**src/rtl/uart_loop_pkg.sv**
```systemverilog
// Shared types and constants for the UART frame loopback engine.
// Imported by the interface, the frame FIFO and the top level.
package uart_loop_pkg;

    typedef enum logic [2:0] {
        IDLE,
        PROC,
        PWAIT,
        SEND,
        WBUSY,
        WIDLE
    } state_t;

    localparam int DATA_W_DEF   = 64;
    localparam int DEPTH_DEF    = 4;
    localparam int PROC_EN_DEF  = 0;
    localparam int BUSY_TMO_DEF = 16;

    localparam logic [7:0] OVF_MAX = 8'd255;

    function automatic logic [7:0] sat_inc(input logic [7:0] v);
        return (v == OVF_MAX) ? v : v + 8'd1;
    endfunction

endpackage

```
**src/rtl/uart_frame_loop_if.sv**
```systemverilog
// Transmit and processing-engine handshakes of the loopback engine.
// master = loopback side, slave = transmitter / engine side.
interface uart_frame_loop_if
    import uart_loop_pkg::*;
#(
    parameter int DATA_W = DATA_W_DEF
);

    logic              send_en;
    logic [DATA_W-1:0] send_data;
    logic              tx_busy;
    logic              proc_start;
    logic [DATA_W-1:0] proc_data;
    logic              proc_done;
    logic [DATA_W-1:0] proc_result;

    modport master (
        output send_en,
        output send_data,
        input  tx_busy,
        output proc_start,
        output proc_data,
        input  proc_done,
        input  proc_result
    );

    modport slave (
        input  send_en,
        input  send_data,
        output tx_busy,
        input  proc_start,
        input  proc_data,
        output proc_done,
        output proc_result
    );

endinterface

```
**src/rtl/uart_frame_loop_fifo.sv**
```systemverilog
// Frame FIFO: flop storage, head read straight from the storage flops.
// A push into a full FIFO is taken when a pop happens in the same cycle.
module frame_fifo
    import uart_loop_pkg::*;
#(
    parameter int DATA_W = DATA_W_DEF,
    parameter int DEPTH  = DEPTH_DEF
) (
    input  logic                     clk,
    input  logic                     rst_n,
    input  logic                     push,
    input  logic [DATA_W-1:0]        din,
    input  logic                     pop,
    output logic [DATA_W-1:0]        head,
    output logic                     full,
    output logic                     empty,
    output logic [$clog2(DEPTH):0]   level
);

    localparam int AW = $clog2(DEPTH);

    logic [DATA_W-1:0] mem [DEPTH];
    logic [AW:0]       wr_ptr;
    logic [AW:0]       rd_ptr;
    logic              push_ok;
    logic              pop_ok;

    assign empty = (wr_ptr == rd_ptr);
    assign full  = (wr_ptr[AW] != rd_ptr[AW]) &&
                   (wr_ptr[AW-1:0] == rd_ptr[AW-1:0]);
    assign level = wr_ptr - rd_ptr;
    assign head  = mem[rd_ptr[AW-1:0]];

    assign pop_ok  = pop && !empty;
    assign push_ok = push && (!full || pop_ok);

    always_ff @(posedge clk or negedge rst_n) begin
        if (!rst_n) begin
            wr_ptr <= '0;
            rd_ptr <= '0;
        end else begin
            if (push_ok) wr_ptr <= wr_ptr + 1'b1;
            if (pop_ok)  rd_ptr <= rd_ptr + 1'b1;
        end
    end

    always_ff @(posedge clk) begin
        if (push_ok) mem[wr_ptr[AW-1:0]] <= din;
    end

endmodule

```
**src/rtl/uart_frame_loop.sv**
```systemverilog
// Frame loopback engine: receiver -> FIFO -> optional engine -> transmitter.
// Frames keep arrival order; one frame is in flight at a time.
module uart_frame_loop
    import uart_loop_pkg::*;
#(
    parameter int DATA_W   = DATA_W_DEF,
    parameter int DEPTH    = DEPTH_DEF,
    parameter int PROC_EN  = PROC_EN_DEF,
    parameter int BUSY_TMO = BUSY_TMO_DEF
) (
    input  logic                   sys_clk,
    input  logic                   sys_rst_n,
    input  logic                   recv_done,
    input  logic [DATA_W-1:0]      recv_data,
    uart_frame_loop_if.master      lnk,
    output logic [$clog2(DEPTH):0] fifo_level,
    output logic [7:0]             ovf_cnt
);

    localparam logic [7:0] TMO_LAST = 8'(BUSY_TMO - 1);

    state_t            state;
    state_t            state_nx;
    logic [2:0]        sync_q;
    logic              recv_flag;
    logic [DATA_W-1:0] cur;
    logic [DATA_W-1:0] head;
    logic              full;
    logic              empty;
    logic              drop;
    logic [7:0]        tmo_cnt;
    logic              pop_go;
    logic              start_go;
    logic              res_go;
    logic              send_go;

    // recv_done is asynchronous: two flops, then a third for the edge
    always_ff @(posedge sys_clk or negedge sys_rst_n) begin
        if (!sys_rst_n) sync_q <= '0;
        else            sync_q <= {sync_q[1:0], recv_done};
    end

    assign recv_flag = sync_q[1] & ~sync_q[2];
    assign drop      = recv_flag && full && !pop_go;

    frame_fifo #(
        .DATA_W (DATA_W),
        .DEPTH  (DEPTH)
    ) u_fifo (
        .clk   (sys_clk),
        .rst_n (sys_rst_n),
        .push  (recv_flag),
        .din   (recv_data),
        .pop   (pop_go),
        .head  (head),
        .full  (full),
        .empty (empty),
        .level (fifo_level)
    );

    always_ff @(posedge sys_clk or negedge sys_rst_n) begin
        if (!sys_rst_n) state <= IDLE;
        else            state <= state_nx;
    end

    always_comb begin
        state_nx = state;
        pop_go   = 1'b0;
        start_go = 1'b0;
        res_go   = 1'b0;
        send_go  = 1'b0;
        unique case (state)
            IDLE: begin
                if (!empty) begin
                    pop_go   = 1'b1;
                    state_nx = (PROC_EN != 0) ? PROC : SEND;
                end
            end
            PROC: begin
                start_go = 1'b1;
                state_nx = PWAIT;
            end
            PWAIT: begin
                if (lnk.proc_done) begin
                    res_go   = 1'b1;
                    state_nx = SEND;
                end
            end
            SEND: begin
                if (!lnk.tx_busy) begin
                    send_go  = 1'b1;
                    state_nx = WBUSY;
                end
            end
            // a transmitter that never answers must not stall the queue
            WBUSY: begin
                if (lnk.tx_busy)               state_nx = WIDLE;
                else if (tmo_cnt == TMO_LAST)  state_nx = IDLE;
            end
            WIDLE: begin
                if (!lnk.tx_busy) state_nx = IDLE;
            end
            default: state_nx = IDLE;
        endcase
    end

    always_ff @(posedge sys_clk or negedge sys_rst_n) begin
        if (!sys_rst_n) begin
            cur            <= '0;
            tmo_cnt        <= '0;
            lnk.send_en    <= 1'b0;
            lnk.send_data  <= '0;
            lnk.proc_start <= 1'b0;
            lnk.proc_data  <= '0;
            ovf_cnt        <= '0;
        end else begin
            if (pop_go)      cur <= head;
            else if (res_go) cur <= lnk.proc_result;
            tmo_cnt        <= (state == WBUSY) ? tmo_cnt + 8'd1 : '0;
            lnk.send_en    <= send_go;
            lnk.proc_start <= start_go;
            if (send_go)  lnk.send_data <= cur;
            if (start_go) lnk.proc_data <= cur;
            if (drop)     ovf_cnt <= sat_inc(ovf_cnt);
        end
    end

endmodule

```
**src/flat_wrapper.sv**
```systemverilog
// flat-port wrapper written by rule: the top's interface ports become plain ports
module uart_frame_loop_flat import uart_loop_pkg::*;
#(
    parameter int DATA_W   = DATA_W_DEF,
    parameter int DEPTH    = DEPTH_DEF,
    parameter int PROC_EN  = PROC_EN_DEF,
    parameter int BUSY_TMO = BUSY_TMO_DEF
)
  (sys_clk, sys_rst_n, recv_done, recv_data, fifo_level, ovf_cnt, lnk_send_en, lnk_send_data, lnk_tx_busy, lnk_proc_start, lnk_proc_data, lnk_proc_done, lnk_proc_result);
  uart_frame_loop_if #(.DATA_W(DATA_W)) lnk_i ();
  input  logic sys_clk;
  input  logic sys_rst_n;
  input  logic recv_done;
  input  logic [DATA_W-1:0] recv_data;
  output logic [$clog2(DEPTH):0] fifo_level;
  output logic [7:0] ovf_cnt;
  output wire logic [$bits(lnk_i.send_en)-1:0] lnk_send_en;
  output wire logic [$bits(lnk_i.send_data)-1:0] lnk_send_data;
  input wire logic [$bits(lnk_i.tx_busy)-1:0] lnk_tx_busy;
  output wire logic [$bits(lnk_i.proc_start)-1:0] lnk_proc_start;
  output wire logic [$bits(lnk_i.proc_data)-1:0] lnk_proc_data;
  input wire logic [$bits(lnk_i.proc_done)-1:0] lnk_proc_done;
  input wire logic [$bits(lnk_i.proc_result)-1:0] lnk_proc_result;
  assign lnk_send_en = lnk_i.send_en;
  assign lnk_send_data = lnk_i.send_data;
  assign lnk_i.tx_busy = lnk_tx_busy;
  assign lnk_proc_start = lnk_i.proc_start;
  assign lnk_proc_data = lnk_i.proc_data;
  assign lnk_i.proc_done = lnk_proc_done;
  assign lnk_i.proc_result = lnk_proc_result;
  uart_frame_loop #(.DATA_W(DATA_W), .DEPTH(DEPTH), .PROC_EN(PROC_EN), .BUSY_TMO(BUSY_TMO)) u_core (.sys_clk(sys_clk), .sys_rst_n(sys_rst_n), .recv_done(recv_done), .recv_data(recv_data), .lnk(lnk_i), .fifo_level(fifo_level), .ovf_cnt(ovf_cnt));
endmodule
```
**config.mk**
```make
export PLATFORM = sky130hd
export DESIGN_NAME = uart_frame_loop_flat
export DESIGN_NICKNAME = d
export VERILOG_FILES = /design/src/rtl/uart_loop_pkg.sv /design/src/rtl/uart_frame_loop_if.sv /design/src/rtl/uart_frame_loop_fifo.sv /design/src/rtl/uart_frame_loop.sv /design/src/flat_wrapper.sv
export SDC_FILE = /design/constraint.sdc
export NUM_CORES = 1
export LEC_CHECK = 0
export ABC_AREA = 1
export BUFFER_PORTS_ARGS = -buffer_cell sky130_fd_sc_hd__buf_2
export CORE_UTILIZATION = 51
export DETAILED_ROUTE_END_ITERATION = 12
export GPL_TIMING_DRIVEN = 0
export MAX_ROUTING_LAYER = met4
export PLACE_DENSITY = 0.83
export REMOVE_ABC_BUFFERS = 1
export SLEW_MARGIN = 25
export SYNTH_ARGS = -nofsm -noshare
export SYNTH_HDL_FRONTEND = slang
export SYNTH_HIERARCHICAL = 1
export SYNTH_SLANG_ARGS = --single-unit
```
**constraint.sdc**
```tcl
create_clock -name sys_clk -period 5.7 [get_ports sys_clk]
set_clock_uncertainty 0.1 [all_clocks]
set_input_delay 0 -clock sys_clk [delete_from_list [all_inputs] [get_ports sys_clk]]
set_output_delay 0 -clock sys_clk [all_outputs]
set_load 0.05 [all_outputs]
```
# After elaboration in Yosys (flattened, before gate mapping)
# Memory sizes are Yosys's and may differ from the RTL's.
# Index checks and enable logic that the tools add are counted.
classes:
  bitwise_logic: 3
  reduce_logical: 13
  n_addsub: 5
  eq_ne: 15
  n_mux: 19
op_table:
  columns: ["op", "n"]
  rows:
  - ["$mux W64", 2]
  - ["$mux W3", 6]
  - ["$pmux W3 S6", 1]
  - ["$add A8 B1 Y8 const B", 2]
  - ["$mux W1", 9]
  - ["$eq A8 B4 Y1 const B", 1]
  - ["$eq A8 B8 Y1 const B", 1]
  - ["$mux W8", 1]
  - ["$ne A2 B2 Y1 const B", 4]
  - ["$add A3 B1 Y3 const B", 2]
  - ["$eq A3 B2 Y1 const B", 2]
  - ["$eq A3 B3 Y1 const B", 2]
  - ["$logic_and A1 B1 Y1", 5]
  - ["$reduce_and A5 Y1", 1]
  - ["$eq A3 B1 Y1 const B", 1]
  - ["$eq A3 B3 Y1", 1]
  - ["$logic_not A1 Y1", 3]
  - ["$logic_not A3 Y1", 1]
  - ["$ne A3 B2 Y1 const B", 1]
  - ["$sub A3 B3 Y3", 1]
  - ["$eq A2 B2 Y1", 1]
  - ["$not A1 Y1", 2]
  - ["$reduce_and A2 Y1", 1]
  - ["$reduce_bool A2 Y1", 1]
  - ["other kinds (3)", 3]
totals:
  register_bits: 222
  wordCells: 67
  output_inout_bits: 141
  inputBits: 133
  ram_bits: 256
  memories: 1
mem_list:
  columns: ["name", "depth", "width", "rd", "rd_ports_with_merged_regs", "wr", "line", "text"]
  rows:
  - ["u_core.u_fifo.mem", 4, 64, 1, 0, 1, "uart_frame_loop_fifo.sv:22", "logic [DATA_W-1:0] mem [DEPTH];"]

# Depth between registers and ports, before layout
logic_depth:
  ltp_word: 8
  ltp_mapped: 16

# By module
# Netlist, hierarchy kept.
modules_own_cells:
  columns: ["module", "area_per_inst_um2", "cells_per_inst", "n_inst", "seq_area_each_um2"]
  rows:
  - ["frame_fifo", 9963.3, 682, 1, 7837.5]
  - ["uart_frame_loop", 8961.1, 1040, 1, 5405.2]

# Least setup slack after synthesis
# No wires, ideal clock.
synth_path:
  kind: "register to register"
  start: "reg u_core.u_fifo.rd_ptr[1]"
  end: "mem u_core/u_fifo/mem[0][0] (netlist name), enable pin"
  slack_ps: 301
  stages_incl_launch_ff: 16
  setup_time_ps: 486
  arrival_ps: 4813
  period_less_slack_ps: 5399
  n_path_buf: 3
  cell_sequence: "dfrtp_1 > inv_2 > buf_2 > buf_2 > ha_1 > nand2_1 > inv_1 > nand2_1 > inv_1 > nand3b_2 > inv_2 > buf_2 > inv_1 > nand3_1 > nand2_2 > nor2_1"
synth_between:
  elab_chain_len: 8
  elab_cells_between_ends: 12
synth_rtl:
  columns: ["item", "line", "text"]
  rows:
  - ["from (decl)", "uart_frame_loop_fifo.sv:24", "logic [AW:0] rd_ptr;"]
  - ["from (signal assigned)", "uart_frame_loop_fifo.sv:43", "if (pop_ok) rd_ptr <= rd_ptr + 1'b1;"]
  - ["$eq A3 B3 Y1", "uart_frame_loop_fifo.sv:28", "assign empty = (wr_ptr == rd_ptr);"]
  - ["named net u_core.empty", "uart_frame_loop.sv:29", "logic empty;"]
  - ["$mux W1", "uart_frame_loop.sv:74", "if (!empty) begin"]
  - ["$mux W1", "uart_frame_loop.sv:72", "unique case (state)"]
  - ["named net u_core.pop_go", "uart_frame_loop.sv:32", "logic pop_go;"]
  - ["$logic_and A1 B1 Y1", "uart_frame_loop_fifo.sv:34", "assign pop_ok = pop && !empty;"]
  - ["$logic_or A1 B1 Y1", "uart_frame_loop_fifo.sv:35", "assign push_ok = push && (!full || pop_ok);"]
  - ["$logic_and A1 B1 Y1", "uart_frame_loop_fifo.sv:35", null]
  - ["$mux W1", "uart_frame_loop_fifo.sv:48", "if (push_ok) mem[wr_ptr[AW-1:0]] <= din;"]
  - ["$mux W1 (not written as such)", "uart_frame_loop_fifo.sv:48", null]
  - ["to (decl)", "uart_frame_loop_fifo.sv:22", null]
# The timed path passes the listed nets, and every way through them passes these cells.

# Worst setup path in the final report
layout_path:
  start: "reg u_core.u_fifo.rd_ptr[1]"
  end: "mem u_core/u_fifo/mem[2][35] (netlist name), enable pin"
layout_between:
  elab_chain_len: 8
  elab_cells_between_ends: 12
layout_rtl:
  columns: ["item", "line"]
  rows:
  - ["$eq A3 B3 Y1 *", "uart_frame_loop_fifo.sv:28"]
  - ["named net u_core.empty", "uart_frame_loop.sv:29"]
  - ["$mux W1", "uart_frame_loop.sv:74"]
  - ["$mux W1", "uart_frame_loop.sv:72"]
  - ["$logic_and A1 B1 Y1 *", "uart_frame_loop_fifo.sv:34"]
  - ["$logic_or A1 B1 Y1 *", "uart_frame_loop_fifo.sv:35"]
  - ["$logic_and A1 B1 Y1 *", "uart_frame_loop_fifo.sv:35"]
  - ["$mux W1 *", "uart_frame_loop_fifo.sv:48"]
  - ["$mux W1 (not written as such) *", "uart_frame_loop_fifo.sv:48"]
# Mark *: on every way through the listed nets, which the timed path passes. The rest lies on a longest branch.

==> summary.md <==
| Metric | Value |
|---|---|
| Worst-path cell chain | `buf_16 -> inv_4 -> ha_1 -> nand2_1 -> inv_1 -> nand2_1 -> inv_1 -> nand3b_4 -> buf_12 -> inv_4 -> inv_1 -> nand3_1 -> nand2_2 -> nor2_4 -> buf_12` |
| Max Fclk | `182 MHz` |
| Combinational share of power | `42.1%` |
| CP max stage cell | `dfrtp_4` |
| TritonCTS clock tree | `built` |
| Area growth syn-to-layout | `26.2%` |
| Initial Util | `51.8%` |
| Cts bufs inserted | `47` |
| DRC viols | `0` |
| Worst vdd ir | `0.401 mV` |
| Status | `finished clean` |
| Top cells by count, synth | `nand2_1, edfxtp_1, dfrtp_1` |
| First-pass GRT wire length | `77.6 mm` |
| P_leak | `10.4 nW` |
| Drt pass-1 iters | `7` |
| Vias in the first global route | `15100` |
| Fillers | `2463` |
| 1st-iter DRT viols | `965` |
| CTS clock-pin slew for the worst setup and hold paths | `60 ps` |
| CP Class | `flop to flop` |
| Internal Dissipation | `7.88 mW` |
| Most frequent cell after synthesis | `nand2_1` |
| Slowest stage delay, CP | `630 ps` |
| Routability Congestion | `0.786` |
| Mean cell area of the mapped netlist | `11.0 µm²` |
| Worst R2R Path Depth | `15` |
| DP HPWL | `28.0 mm` |
| Post-synth cell types | `28` |
| Antenna violations before repair | `1` |
| Seq/Total Area, Yosys | `70.0%` |
| Gr usage total | `26.8%` |
| Synth top area cells | `edfxtp_1, dfrtp_1, nand2_1` |
| GRT overflow | `0` |
| Maximum root-to-sink buffer count | `3` |
| IO Pins | `274` |
| Slew Viols, Final | `0` |
| MaxCap Viol Count | `0` |
| Switching power | `6.09 mW` |
| Sw Ratio | `43.6%` |
| Vias/cell | `5.55` |
| Vias | `14500` |
| Critical path capture point type | `flop` |
| Die ar. | `37900 µm²` |
| Worst-Margin Slew | `1030 ps` |
| Post-route ant nets | `0` |
| CP Depth | `15` |
| CTS root buf | `clkbuf_16` |
| Drt total wl | `48.6 mm` |
| Synth Instances | `1722` |
| Slew Limit Headroom | `31.7%` |
| Top cell type's share of synthesized area | `40.6%` |
| Worst-path fanout max | `65` |
| Die Span Y | `195 µm` |
| RSZ-0062 raised after global routing | `no` |
| Post-synthesis register bit count | `478` |
| Crit-path leading delay family | `buffers and inverters` |
| Synth area leader | `edfxtp_1` |
| Number of flops mapped to enable cells by yosys | `256` |
| Worst path bufs/invs | `8` |
| Fin nets | `2249` |
| Drt wl/cell | `18.6 µm` |
| Min-Delay Path Class | `input pin to flop` |
| Final setup vio count | `0` |
| Synth warn | `6` |
| H-Tree Depth | `2` |
| Clock Power Share | `21.9%` |
| CP Launch Type | `flop` |
| Fin Hold WS | `73.9 ps` |
| Fraction of registers with async set/reset | `46.4%` |
| PD cells | `584 nW/µm²` |
| Commonest register cell after synthesis | `edfxtp_1` |
| Netlist Area Pre-Place | `18900 µm²` |
| Sequential power share | `36.0%` |
| # rows | `70` |
| Core area | `36500 µm²` |
| Share of post-route cells with drive strength above 1 | `18.2%` |
| Hold Fails Final Rpt | `0` |
| Clk_lat worst skew | `570 ps` |
| Post-route minimum period | `5500 ps` |
| Core Util, Final | `65.4%` |
| # clock sinks | `478` |
| Hold Crit Depth | `2` |
| CP arrival | `5660 ps` |
| Largest net degree at the start of global routing | `130` |
| IO Port Bufs | `273` |
| Most frequent CP cell | `inv_1` |
| WP data required | `5860 ps` |
| Die X | `195 µm` |
| Final period util | `96.4%` |
==> path summary, 6_finish.rpt <==
check                                         from                        to  slack [ps]
hold reg to reg                   u_core/sync_q[0]          u_core/sync_q[1]         270
setup reg to reg           u_core/u_fifo/rd_ptr[1]  u_core/u_fifo/mem[2][35]         200
max in group asynchronous                sys_rst_n   u_core/lnk.proc_data[3]        4240
min in group asynchronous                sys_rst_n  u_core/lnk.send_data[12]         450
hold / removal                       recv_data[61]  u_core/u_fifo/mem[0][61]          70
setup / recovery           u_core/u_fifo/rd_ptr[1]  u_core/u_fifo/mem[2][35]         200
==> kinds of logic after synthesis <==
logic type | share of synthesized area, %
AO/OA/AOI/OAI | 10.8
XOR/XNOR | 0.370
adder cells (fa/ha/maj) | 0.701
buffers and inverters | 5.14
flip-flops | 70.0
AND/OR/NAND/NOR | 13.0
==> sequential cells by signal, summed over array words and instances, names as in the netlist <==
| register | count |
|---|---|
| u_core/lnk.send_data | 64 |
| u_core/u_fifo/rd_ptr | 3 |
| u_core/lnk.proc_start | 1 |
| u_core/cur | 64 |
| u_core/lnk.proc_data | 64 |
| u_core/state | 3 |
| u_core/sync_q | 3 |
| u_core/u_fifo/wr_ptr | 3 |
| u_core/tmo_cnt | 8 |
| u_core/lnk.send_en | 1 |
| u_core/u_fifo/mem | 256 |
| u_core/ovf_cnt | 8 |
==> cell type report <==
| type | instances | area (µm²) | area share [%] |
|---|---|---|---|
| Antenna cell | 1 | 2.50 | 0.0105 |
| Clock buffer | 72 | 1440 | 6.04 |
| Clock inverter | 15 | 109 | 0.456 |
| Inverter | 99 | 387 | 1.62 |
| Multi-Input combinational cell | 1047 | 4770 | 20.0 |
| Sequential cell | 478 | 13300 | 55.5 |
| Tap cell | 468 | 586 | 2.45 |
| Timing Repair Buffer | 433 | 3350 | 14.0 |
==> per-stage QoR <==
| stage | TNS, ps | setup slack [ps] | instances | total power [mW] | instance area (µm²) |
|---|---|---|---|---|---|
| after detailed placement | 0 | 344 | 2389 | 10.7 | 21000 |
| after global placement | -2584910 | -8690 | 2365 | 10.4 | 20300 |
| after floorplan | -684400 | -2500 | 1624 | 8.88 | 18300 |
| after CTS | 0 | 329 | 2612 | 13.9 | 23900 |
| final | 0 | 203 | 2613 | 14.0 | 23900 |
| after global routing | 0 | 39.9 | 2613 | 14.7 | 23900 |
==> repair_timing <==
action                    4_1_cts  5_1_grt
hold buffers                  136        0
hold endpoints to repair      461        0
gates resized for setup         0        0
setup buffers                   0        0
==> power groups by stage <==
stage | combinational [mW] | clock (mW) | sequential, mW
2_1_floorplan | 2.43 | 0 | 6.44
3_3_place_gp | 5.22 | 0 | 5.17
3_5_place_dp | 5.64 | 0 | 5.05
4_1_cts | 5.77 | 3.11 | 5.00
5_1_grt | 6.34 | 3.23 | 5.10
6_report | 5.88 | 3.06 | 5.02
==> per-layer routing <==
metal | vias to the layer above | GRT usage, % | share of wire [%]
met3 | 125 | 4.10 | 7.3
met2 | 726 | 45.5 | 51
li1 | 6605 | - | -
met1 | 7055 | 31.7 | 39
met4 | 0 | 11.3 | 2.8
met5 | - | - | 0
==> cell usage in the layout, fill, tap and decap left out, drive strengths merged <==
cell,n
a21oi,3
buf,298
bufinv,1
clkbuf,72
clkinv,11
clkinvlp,1
dfrtp,222
diode,1
dlygate4sd3,135
edfxtp,256
fa,1
ha,9
inv,101
nand2,451
nand3,23
nand3b,3
nand4,3
nor2,154
nor3,2
nor3b,2
o21ai,324
o22ai,64
xor2,8
(Power assumes the default switching activity.)
